===== config.mk =====
export PLATFORM = sky130hd
export DESIGN_NAME = booth_arb
export DESIGN_NICKNAME = d
export VERILOG_FILES = /design/src/rtl/booth_pkg.sv /design/src/rtl/booth16bit.sv /design/src/rtl/booth_arb.sv
export SDC_FILE = /design/constraint.sdc
export NUM_CORES = 1
export LEC_CHECK = 0
export BUFFER_PORTS_ARGS = -buffer_cell sky130_fd_sc_hd__buf_2
export CAP_MARGIN = 20
export CORE_ASPECT_RATIO = 2
export CORE_MARGIN = 2
export CORE_UTILIZATION = 40
export CTS_CLUSTER_DIAMETER = 200
export CTS_CLUSTER_SIZE = 28
export DETAILED_ROUTE_END_ITERATION = 10
export GPL_ROUTABILITY_DRIVEN = 0
export PLACE_DENSITY = 0.52
export SLEW_MARGIN = 20
export SYNTH_ARGS = -nofsm -noshare
export SYNTH_HDL_FRONTEND = slang
export SYNTH_HIERARCHICAL = 1
export SYNTH_SLANG_ARGS = --single-unit

===== constraint.sdc =====
create_clock -name clk -period 32.6 [get_ports clk]
set_input_delay 1.63 -clock clk [delete_from_list [all_inputs] [get_ports clk]]
set_output_delay 1.63 -clock clk [all_outputs]
set_load 0.005 [all_outputs]

===== src/rtl/booth_pkg.sv =====
// Shared widths and FSM state encoding for the booth_arb multiplier arbiter.
package booth_pkg;

  localparam int OP_W   = 16;
  localparam int PROD_W = 32;

  typedef enum logic [1:0] {
    IDLE  = 2'd0,
    CALC  = 2'd1,
    CALC2 = 2'd2,
    DONE  = 2'd3
  } state_e;

endpackage


===== src/rtl/booth16bit.sv =====
// Combinational 16x16 signed radix-2 Booth multiplier producing a full 32-bit product.
module booth16bit
  import booth_pkg::*;
(
  input  logic signed [OP_W-1:0]   a,
  input  logic signed [PROD_W/2-1:0] b,
  output logic signed [PROD_W-1:0] p
);

  logic signed [PROD_W-1:0] a_ext;
  logic signed [PROD_W-1:0] acc;
  logic                     prev;

  // Recode each multiplier bit pair into add/subtract of the shifted multiplicand.
  always_comb begin
    a_ext = {{(PROD_W-OP_W){a[OP_W-1]}}, a};
    acc   = {PROD_W{1'b0}};
    prev  = 1'b0;
    for (int i = 0; i < OP_W; i++) begin
      case ({b[i], prev})
        2'b01:   acc = acc + (a_ext <<< i);
        2'b10:   acc = acc - (a_ext <<< i);
        default: acc = acc;
      endcase
      prev = b[i];
    end
  end

  assign p = acc;

endmodule


===== src/rtl/booth_arb.sv =====
// Two-requester round-robin arbiter sharing one Booth multiplier (IDLE -> CALC -> DONE).
// Defining BOOTH_ARB_OUTREG_EN adds a CALC2 pipeline stage (latency 3, issue interval 4).
module booth_arb
  import booth_pkg::*;
#(
  parameter int unsigned RR_INIT = 0
) (
  input  logic                     clk,
  input  logic                     rst,
  input  logic                     req0_valid,
  input  logic                     req1_valid,
  output logic                     req0_ready,
  output logic                     req1_ready,
  input  logic signed [OP_W-1:0]   req0_a,
  input  logic signed [OP_W-1:0]   req0_b,
  input  logic signed [OP_W-1:0]   req1_a,
  input  logic signed [OP_W-1:0]   req1_b,
  output logic                     rsp0_valid,
  output logic                     rsp1_valid,
  input  logic                     rsp0_ready,
  input  logic                     rsp1_ready,
  output logic signed [PROD_W-1:0] rsp_p,
  output logic                     busy
);

  localparam logic RR_INIT_BIT = (RR_INIT != 32'd0);

  state_e                   state_q, state_d;
  logic                     rr_q, rr_d;
  logic                     owner_q, owner_d;
  logic signed [OP_W-1:0]   a_q, a_d, b_q, b_d;
  logic signed [PROD_W-1:0] res_q, res_d;
  logic signed [PROD_W-1:0] mul_p;
  logic                     grant0, grant1, rsp_hs;
`ifdef BOOTH_ARB_OUTREG_EN
  logic signed [PROD_W-1:0] pipe_q, pipe_d;
`endif

  booth16bit u_mul (
    .a (a_q),
    .b (b_q),
    .p (mul_p)
  );

  // Grant goes to the sole valid requester, or to the RR pointer on contention.
  assign grant0 = req0_valid && (!req1_valid || !rr_q);
  assign grant1 = req1_valid && (!req0_valid ||  rr_q);
  assign rsp_hs = owner_q ? rsp1_ready : rsp0_ready;

  // State register.
  always_ff @(posedge clk) begin
    if (rst) begin
      state_q <= IDLE;
    end else begin
      state_q <= state_d;
    end
  end

  // Datapath and arbitration registers.
  always_ff @(posedge clk) begin
    if (rst) begin
      rr_q    <= RR_INIT_BIT;
      owner_q <= 1'b0;
      a_q     <= {OP_W{1'b0}};
      b_q     <= {OP_W{1'b0}};
      res_q   <= {PROD_W{1'b0}};
`ifdef BOOTH_ARB_OUTREG_EN
      pipe_q  <= {PROD_W{1'b0}};
`endif
    end else begin
      rr_q    <= rr_d;
      owner_q <= owner_d;
      a_q     <= a_d;
      b_q     <= b_d;
      res_q   <= res_d;
`ifdef BOOTH_ARB_OUTREG_EN
      pipe_q  <= pipe_d;
`endif
    end
  end

  // Next-state and register-load logic.
  always_comb begin
    state_d = state_q;
    rr_d    = rr_q;
    owner_d = owner_q;
    a_d     = a_q;
    b_d     = b_q;
    res_d   = res_q;
`ifdef BOOTH_ARB_OUTREG_EN
    pipe_d  = pipe_q;
`endif
    case (state_q)
      IDLE: begin
        if (grant0 || grant1) begin
          owner_d = grant1;
          a_d     = grant1 ? req1_a : req0_a;
          b_d     = grant1 ? req1_b : req0_b;
          state_d = CALC;
        end else begin
          state_d = IDLE;
        end
      end
      CALC: begin
`ifdef BOOTH_ARB_OUTREG_EN
        pipe_d  = mul_p;
        state_d = CALC2;
`else
        res_d   = mul_p;
        state_d = DONE;
`endif
      end
      CALC2: begin
`ifdef BOOTH_ARB_OUTREG_EN
        res_d   = pipe_q;
        state_d = DONE;
`else
        state_d = IDLE;
`endif
      end
      DONE: begin
        if (rsp_hs) begin
          rr_d    = ~owner_q;
          state_d = IDLE;
        end else begin
          state_d = DONE;
        end
      end
      default: state_d = IDLE;
    endcase
  end

  // Outputs decoded from the current state.
  always_comb begin
    req0_ready = (state_q == IDLE) && grant0;
    req1_ready = (state_q == IDLE) && grant1;
    rsp0_valid = (state_q == DONE) && !owner_q;
    rsp1_valid = (state_q == DONE) &&  owner_q;
    rsp_p      = (state_q == DONE) ? res_q : {PROD_W{1'b0}};
    busy       = (state_q != IDLE);
  end

endmodule


==> run metrics <==
Hold Crit Class reg -> reg; # port buffers 106; Syn. warnings 6; post-synthesis cell count 4061; TritonCTS Sinks 68; crit path from a_q[0]$_SDFFE_PP0P_; Final min period 25550 ps; RSZ-0062 raised after global routing false; post-synthesis async set-or-reset flop share 0; share of layout cells above drive strength 1 0.1094; worst path required time 32800 ps; synth unique cells 109; Initial Util 0.4017; I/O pin count 107; Seq cells post-synth 68; most frequent CP cell ha_1; number of stages on the worst setup path 111; CP bufs+invs 8; dpl cells 4901; drt first pass iters 6; drt wl/cell 19.14 um; f_max 39.13 MHz; hold_buf cts 0; Worst Max-Slew Pin Slew 1058 ps; Pins Over Slew Limit 0; initial antenna violation count 0; ant diodes 0; R2R Path Start a_q[0]$_SDFFE_PP0P_; Seq/Total Area, Yosys 0.04882; global-route wire length before repair 149.0 mm; critical path endpoint category register; Final ANT Viol Nets 0; Final Cycle Share 0.7839; full die area 71970 um^2; critical path type reg -> reg; clock buffer depth 2; CTS tree yes; Finished Layout Cells 4917; top area cells in the synthesized netlist ha_1 (16%), xnor2_1 (12%), a21oi_1 (7.2%); multi-input logic area 24660 um^2; Worst-Skew Late Latency 350 ps; vias post-DR 28270; Max-cap violations 0; CTS root buf clkbuf_16; Most used DFF post-synth dfxtp_1; largest net degree at the start of global routing 69; Setup Buffers After CTS 0; outcome finished clean; Post-synth EDFFs 0; Via density 5.750; largest area contributor in the netlist ha_1; Worst-path clk slew 60 ps; Final Net Count 4448; register-to-register setup slack 7050 ps; slowest cell on the critical path and3_1; syn avg cell area 6.867 um^2; Die Height 377.4 um; clk_skew 9.290 ps; area of the core 69420 um^2; crit path to res_q[31]$_SDFFE_PP0N_; fillers 7398; total gr overflow 0; Max-slew headroom 0.2948; vias in the first global route 27110; reg2reg path depth 111; startpoint type of the worst setup path register; htree depth 3; Synth Cell Area 27890 um^2; CTS resizes 0; Critical Path Fanout Max 22; crit path DAT 25750 ps; Setup violations, final 0; CTS Buf Count 9; final WL 94.11 mm; reg2reg end res_q[31]$_SDFFE_PP0N_; final hold violation count 0; Final TNS setup 0 ps; area added between synthesis and finish 5.532%; register area 1365 um^2; dpl hpwl 74.06 mm; Synth top area share 0.1588; Site Rows 137; Crit path largest cell delay 830 ps; DRT iter0 DRCs 1718; DRC viols 0; CP top delay family compound AO/OA/AOI/OAI gates; net count after synthesis 4500; total track usage 0.2583; die span in x 190.7 um
[synthesized netlist by cell type, types with 9 or more instances]
cell type / n
a211oi_1: 22
a21oi_1: 403
ha_1: 354
dfxtp_1: 68
buf_1: 39
or2_2: 26
nor4_1: 9
or3_1: 24
a211o_1: 10
o21ai_0: 255
nor3_1: 71
a21o_1: 127
xor2_1: 90
nand2b_1: 49
a31o_2: 12
nand3_1: 87
nor2b_1: 41
o21a_1: 60
buf_2: 27
o211ai_1: 16
o31ai_1: 26
xnor2_1: 370
clkbuf_1: 154
a311oi_2: 31
a31oi_1: 39
nand2_1: 318
a21boi_0: 45
o21bai_1: 31
and2_1: 30
fa_1: 15
inv_1: 235
mux2_2: 96
and3_1: 61
nand4_1: 10
nor2_1: 507
mux2i_1: 49
a21oi_2: 33
o31a_1: 9
buf_4: 11
[through the flow]
stage          setup WS [ps]  instance area, um^2  utilization  hold WS, ps
2_1_floorplan          10070                27890            -        431.9
3_3_place_gp            7414                29080       0.4189        441.2
3_5_place_dp            7250                29100       0.4192        446.8
4_1_cts                 7150                29420       0.4238        457.3
5_1_grt                 5230                29430       0.4239        478.3
6_report                7046                29430       0.4239        457.2
[tightest hold or removal path: stages (launching register included)]
cell and delay [ps]:
dfxtp_1 310, nand2_1 50, a21oi_1 50
[metal layers]
| layer | routed length (um) | global-route usage |
|---|---|---|
| met1 | 41770 | 0.3239 |
| met4 | 3018 | 0.08118 |
| met5 | 0 | 0 |
| met2 | 46230 | 0.4661 |
| met3 | 3088 | 0.01533 |
[how the worst min path moves through the flow]
stage	depth (start not counted)	endpoint	startpoint
finish	2	res_q[16]$_SDFFE_PP0N_	res_q[16]$_SDFFE_PP0N_
global route	2	res_q[25]$_SDFFE_PP0N_	res_q[25]$_SDFFE_PP0N_
CTS	2	res_q[25]$_SDFFE_PP0N_	res_q[25]$_SDFFE_PP0N_
detailed placement	2	res_q[7]$_SDFFE_PP0N_	res_q[7]$_SDFFE_PP0N_
global placement	2	res_q[29]$_SDFFE_PP0N_	res_q[29]$_SDFFE_PP0N_
floorplan	2	res_q[0]$_SDFFE_PP0N_	res_q[0]$_SDFFE_PP0N_
[kinds of logic after synthesis]
family,Yosys count,share of synthesized area
AOI/OAI and AO/OA,1250,0.2965
DFF,68,0.04882
muxes,146,0.05676
buffers and inverters,476,0.06820
adders and majority gates,373,0.1710
xor gates and xnor gates,462,0.1461
and+or+nand+nor,1286,0.2126
[state kept, by name (all words and copies together), names as in the netlist]
name     count
a_q         16
rr_q         1
res_q       32
state_q      2
b_q         16
owner_q      1
[cells in the final DEF, fill, tap and decap left out, types with 70 or more instances in the layout]
cell type,n
nand2_1,318
ha_1,352
inv_1,235
a21o_1,127
nand3_1,87
o21ai_0,255
buf_2,106
nor3_1,70
nor2_1,507
mux2_2,96
xnor2_1,370
a21oi_1,403
xor2_1,90
[area by class of cell]
class / instances / area share
multi-input cells: 3517 / 0.8379
flip-flops and latches: 68 / 0.04638
well taps: 903 / 0.03839
repair buffers: 174 / 0.03580
inverters: 239 / 0.03053
clock buffers: 9 / 0.007653
clock inverters: 7 / 0.003359
Power is left out: the tool's default activity adds up to more than one toggle a clock period on the data nets, which glitch-free logic cannot reach.
